## src/rtl/z80_regload_seq.sv

```systemverilog
// Sequenced register-image loader for the T80 DIR/DIRSet port: builds a 212-bit image,
// waits for a safe CPU point, pulses dir_set for SET_CYCLES cycles and reports done.
module z80_regload_seq #(
    parameter logic [15:0] SP_ADDR      = 16'h4200,
    parameter int          SET_CYCLES   = 4,
    parameter int          WAIT_TIMEOUT = 1024
) (
    input  logic         clk_sys,
    input  logic         reset,
    input  logic         img_wr,
    input  logic [4:0]   img_addr,
    input  logic [7:0]   img_data,
    input  logic [15:0]  execute_addr,
    input  logic         execute_enable,
    input  logic [1:0]   execute_method,
    input  logic [211:0] cpu_reg_in,
    input  logic         cpu_safe,
    output logic [211:0] dir_out,
    output logic         dir_set,
    output logic         busy,
    output logic         done,
    output logic         timed_out
);

    // The latch action happens on the edge that leaves WAIT, so no cycle is spent in a
    // separate LATCH state and dir_out is already valid in the first SET cycle.
    typedef enum logic [1:0] {
        S_IDLE,
        S_WAIT,
        S_SET,
        S_DONE
    } state_t;

    localparam logic [15:0] WAIT_LAST = 16'(WAIT_TIMEOUT - 1);
    localparam logic [7:0]  SET_LAST  = 8'(SET_CYCLES - 1);

    state_t         r_state;
    state_t         w_stateNext;
    logic           r_enPrev;
    logic [1:0]     r_method;
    logic [15:0]    r_addr;
    logic [15:0]    r_waitCnt;
    logic [7:0]     r_setCnt;
    logic           r_timedOut;
    logic [211:0]   r_shadow;
    logic [211:0]   r_dirOut;
    logic [211:0]   w_shadowNext;
    logic [211:0]   w_image;
    logic           w_rise;
    logic           w_accept;
    logic           w_latch;
    logic           w_timeout;

    assign w_rise = execute_enable & ~r_enPrev;

    always_comb begin
        w_stateNext = r_state;
        w_accept    = 1'b0;
        w_latch     = 1'b0;
        w_timeout   = 1'b0;
        case (r_state)
            S_IDLE: begin
                if (w_rise) begin
                    w_accept    = 1'b1;
                    w_stateNext = S_WAIT;
                end
            end
            S_WAIT: begin
                if (cpu_safe) begin
                    w_latch     = 1'b1;
                    w_stateNext = S_SET;
                end else if (r_waitCnt == WAIT_LAST) begin
                    w_latch     = 1'b1;
                    w_timeout   = 1'b1;
                    w_stateNext = S_SET;
                end
            end
            S_SET: begin
                if (r_setCnt == SET_LAST) begin
                    w_stateNext = S_DONE;
                end
            end
            S_DONE: begin
                w_stateNext = S_IDLE;
            end
            default: begin
                w_stateNext = S_IDLE;
            end
        endcase
    end

    // Byte 26 only carries the interrupt/IM nibble; indices above 26 fall through untouched.
    always_comb begin
        w_shadowNext = r_shadow;
        if (img_wr && (r_state == S_IDLE)) begin
            for (int k = 0; k < 26; k++) begin
                if (img_addr == 5'(k)) begin
                    w_shadowNext[8*k +: 8] = img_data;
                end
            end
            if (img_addr == 5'd26) begin
                w_shadowNext[211:208] = img_data[3:0];
            end
        end
    end

    always_comb begin
        w_image = cpu_reg_in;
        case (r_method)
            2'b00: begin
                w_image         = '0;
                w_image[79:64]  = r_addr;
                w_image[63:48]  = SP_ADDR;
                w_image[31:0]   = 32'h0101_0001;
            end
            2'b01: begin
                w_image[79:64]  = r_addr;
            end
            2'b10: begin
                w_image         = r_shadow;
            end
            default: begin
                w_image[79:64]  = r_addr;
                w_image[63:48]  = cpu_reg_in[63:48] - 16'd2;
            end
        endcase
    end

    always_ff @(posedge clk_sys) begin
        if (reset) begin
            r_state    <= S_IDLE;
            r_enPrev   <= 1'b0;
            r_method   <= 2'b00;
            r_addr     <= 16'h0000;
            r_waitCnt  <= 16'h0000;
            r_setCnt   <= 8'h00;
            r_timedOut <= 1'b0;
            r_shadow   <= '0;
            r_dirOut   <= '0;
        end else begin
            r_state  <= w_stateNext;
            r_enPrev <= execute_enable;
            r_shadow <= w_shadowNext;
            if (w_accept) begin
                r_method   <= execute_method;
                r_addr     <= execute_addr;
                r_timedOut <= 1'b0;
                r_waitCnt  <= 16'h0000;
            end else if (r_state == S_WAIT) begin
                r_waitCnt <= r_waitCnt + 16'd1;
            end
            if (w_timeout) begin
                r_timedOut <= 1'b1;
            end
            if (w_latch) begin
                r_dirOut <= w_image;
                r_setCnt <= 8'h00;
            end else if (r_state == S_SET) begin
                r_setCnt <= r_setCnt + 8'd1;
            end
        end
    end

    assign dir_out   = r_dirOut;
    assign dir_set   = (r_state == S_SET);
    assign busy      = (r_state != S_IDLE);
    assign done      = (r_state == S_DONE);
    assign timed_out = r_timedOut;

endmodule

```

## config.mk

```make
export PLATFORM = sky130hd
export DESIGN_NAME = z80_regload_seq
export DESIGN_NICKNAME = d
export VERILOG_FILES = /design/src/rtl/z80_regload_seq.sv
export SDC_FILE = /design/constraint.sdc
export NUM_CORES = 1
export LEC_CHECK = 0
export CORE_MARGIN = 2
export CORE_UTILIZATION = 56
export CTS_BUF_LIST = sky130_fd_sc_hd__clkbuf_2
export DETAILED_ROUTE_END_ITERATION = 7
export GPL_ROUTABILITY_DRIVEN = 0
export HOLD_SLACK_MARGIN = 0.12
export PLACE_DENSITY = 0.88
export SKIP_LAST_GASP = 1
export SYNTH_ARGS = -nofsm -noshare
export SYNTH_HDL_FRONTEND = slang
export SYNTH_SLANG_ARGS = --single-unit
```

## constraint.sdc

```tcl
create_clock -name clk_sys -period 3.4 [get_ports clk_sys]
set_input_delay 0.51 -clock clk_sys [delete_from_list [all_inputs] [get_ports clk_sys]]
set_output_delay 0.51 -clock clk_sys [all_outputs]
set_load 0.1 [all_outputs]
```

==> flow_summary_export.csv, run 1 <==
group,metric,value,unit
outcome,outcome,"complete, no violations",
timing,tns,0,ps
global_route,grt_use_met3,8.57,%
layout,register_area,0.00941,mm²
layout,area_growth_syn_to_layout,34.8,%
power,p_leak,9.79,nW
run,maxCapViolCount,0,
floorplanning,dieArea,0.0365,mm²
power,worst_ir_drop_vdd,0.507,mV
power,power_frac_clock,20.2,%
drt,drtIter0Drc,2087,
timing,fmax,0.307,GHz
cts,cts_root_buffer,"clkbuf_2",
cts,cts_sinks,470,
floorplanning,chipHeight,191,µm
synth,synthCells,2109,
cts,clkLatencyLatePin,1110,ps
global_route,met2_usage,63.1,%
floorplanning,fp.dieW,191,µm
global_route,grt_pass1_vias,19700,
worst_setup_path,path_cells,"clkdlybuf4s50_1",
timing,setup_violations,0,
layout,design_area,0.0264,mm²
timing,rsz0062_at_grt,"false",
timing,finalCriticalPeriod,3260,ps
floorplanning,core,0.0345,mm²
power,power_density,692,mW/mm²
power,p_int,9.50,mW
drt,vias,19800,
worst_hold_path,holdCritStartpoint,"cpu_reg_in[202]",
drt,wl_per_cell,22.7,µm
drt,ant_nets,0,
global_route,overflow,0,
cts,cts_tree,"done",
worst_hold_path,hp-class,"in -> reg",
cts,cts_inserted_buffers,112,
cts,clockBufferDepth,3,
place,portBuffers,447,
global_route,track_usage,38.0,%
synth,synthFlopType,"dfxtp_1",
timing,worstMarginPinSlew,1210,ps
timing,maxSlewViolCount,0,
synth,post_synth.cell_area_avg,9.30,µm²
layout,multiInputGateArea,0.00921,mm²
synth,ys_types,52,
synth,synth_fp_nets,2365,
worst_setup_path,max_stage_delay,1260,ps
place,place_area,0.0241,mm²
layout,drive_gt1_share,9.63,%
cts,ctsHtreeMaxLevel,3,
timing,slew-limit-headroom,19.0,%
worst_setup_path,critical_path_class,"reg -> out",
worst_setup_path,arrival,2750,ps
layout,nFillCells,2215,
place,hpwl,41000,µm
power,p_sw_share,48.1,%
worst_setup_path,cp_num_buf_inv,1,
synth,synth_edf_count,0,
worst_setup_path,cp-end-kind,"output port",
worst_setup_path,worstPathMaxFanout,2,
synth,ys.warnings.count,0,
synth,synthArstFlopShare,0,%
floorplanning,ios,464,
global_route,grt_antenna_before_repair,4,
power,p_switching,8.79,mW
floorplanning,start_util,56.8,%
cts,postCtsSetupBuffers,0,
worst_setup_path,slowest_stage,"clkdlybuf4s50_1",
synth,synth_area,0.0196,mm²
power,seqPwrFrac,35.8,%
power,combPwrFrac,44.0,%
timing,min_period_over_period,96.0,%
drt,avgViaCountPerCell,6.25,
worst_setup_path,cp_data_required_time,2890,ps
drt,dr.pass1.iters,8,
cts,path_clk_slew,110,ps
timing,finClkSkew,108,ps
cts,cts-resized-gates,0,
synth,ys_seq_area_share,48.0,%
synth,synth_seq_cells,470,
layout,final_net_count,2878,
timing,hold_viol,0,
drt,routed_wl,72000,µm
worst_setup_path,critPathTopFamily,"buffers and inverters",
global_route,grt_max_degree,161,
worst_setup_path,startpoint,"dir_out[133]",
global_route,grtUsageMet1,44.6,%
global_route,grt_pass1_wl,109000,µm
worst_setup_path,r2r-start,"r_state[1]",
floorplanning,rows,68,
worst_setup_path,crit_path_start_kind,"register",
drt,drc,0,
global_route,top_usage_layer,"met2",
layout,finish.utilization,76.5,%
what timing repair did:
item                                    4_1_cts  5_1_grt
endpoints found under the setup margin        0        0
hold endpoints to repair                    237        2
hold buffers                                127        2
power by group through the flow:
stage	Clock [mW]	Sequential (mW)	Combinational (mW)
2_1_floorplan	0	10.4	2.00
3_3_place_gp	0	6.59	7.64
3_5_place_dp	0	6.63	7.75
4_1_cts	3.65	6.51	7.89
5_1_grt	4.00	6.60	8.29
6_report	3.70	6.55	8.04
Yosys cell counts (8+ instances only):
cell type	number	area share, %
dfxtp_1	470	48
nor2_1	236	4.5
mux2i_1	234	12
nor3_1	221	5.6
a211oi_1	197	7.5
clkbuf_1	166	3.2
a22oi_1	118	4.5
a21oi_1	92	2.3
and3_1	68	2.2
nand2_1	60	1.1
buf_2	32	0.82
o21ai_0	21	0.54
inv_1	14	0.27
nor3_2	13	0.66
nand4_1	12	0.38
buf_6	11	0.63
nand3_1	11	0.28
xnor2_1	11	0.49
nor2b_1	10	0.32
a311oi_1	9	0.40
buf_1	9	0.17
nor4_1	9	0.29
or3_1	9	0.29
or4_1	9	0.34
ha_1	8	0.51
area by class of cell:
| type | instances | area share (%) |
|---|---|---|
| Antenna cell | 5 | 0.0473 |
| Clock buffer | 159 | 3.01 |
| Clock inverter | 42 | 0.734 |
| Inverter | 14 | 0.199 |
| Multi-Input combinational cell | 1403 | 34.9 |
| Sequential cell | 470 | 35.6 |
| Tap cell | 455 | 2.15 |
| Timing Repair Buffer | 621 | 23.4 |
stage by stage:
step / cells / hold WS, ps / total power, mW / worst slack [ps]
3_5_place_dp: 2834 / 446 / 14.4 / 600
6_report: 3169 / 169 / 18.3 / 138
3_3_place_gp: 2834 / 442 / 14.2 / 655
4_1_cts: 3162 / 123 / 18.0 / 161
5_1_grt: 3168 / 140 / 18.9 / 44.9
2_1_floorplan: 2109 / 436 / 12.4 / 1030
routing by layer:
metal | up-vias | part of all wire (%)
met2 | 1314 | 47
li1 | 8791 | -
met1 | 9407 | 37
met4 | 0 | 5.8
met5 | - | 0
met3 | 307 | 9.9
worst paths after layout:
| path | slack (ps) | end | cells after the start |
|---|---|---|---|
| max | 140 | dir_out[133] | 1 |
| min | 170 | dir_out[202] | 3 |
| max reg2reg | 530 | dir_out[183] | 7 |
| min reg2reg | 460 | r_addr[8] | 2 |
kinds of logic (layout without fill, tap and decap cells):
| group | count (synthesis) | count (layout) | share of synthesized area [%] |
|---|---|---|---|
| adders and majority gates | 8 | 8 | 0.510 |
| and+or+nand+nor | 685 | 685 | 17.3 |
| xor gates and xnor gates | 18 | 18 | 0.804 |
| buffers and inverters | 236 | 836 | 5.22 |
| other | 0 | 5 | 0 |
| muxes | 235 | 235 | 12.0 |
| DFF | 470 | 470 | 48.0 |
| AOI/OAI and AO/OA | 457 | 457 | 16.2 |
sequential cells by signal (all words and copies together), names as in the netlist:
name / count
timed_out: 1
dir_out: 212
r_waitCnt: 16
r_method: 2
r_addr: 16
r_shadow: 212
r_setCnt: 8
r_state: 2
r_enPrev: 1
placed cells by master, fill, tap and decap left out, types with 10 or more instances in the layout:
master             n
nand2_1           60
inv_1             13
dfxtp_1          468
clkinv_1          35
and3_1            68
xnor2_1           11
buf_12            11
nand3_1           11
clkdlybuf4s50_1  427
a211oi_1         197
nand4_1           12
o21ai_0           21
clkbuf_2         159
buf_4             45
nor2_1           235
dlygate4sd3_1    129
a22oi_1          118
nor3_2            14
nor3_1           220
a21oi_1           92
nor2b_1           10
mux2i_1          234
No activity file was read; power rests on OpenSTA's default activity.
==> run 2: changes to the inputs <==
Settings changed: SLEW_MARGIN set to 10.
==> results of run 2 <==
Final layout, timing and power as in run 1 (identical DEF).
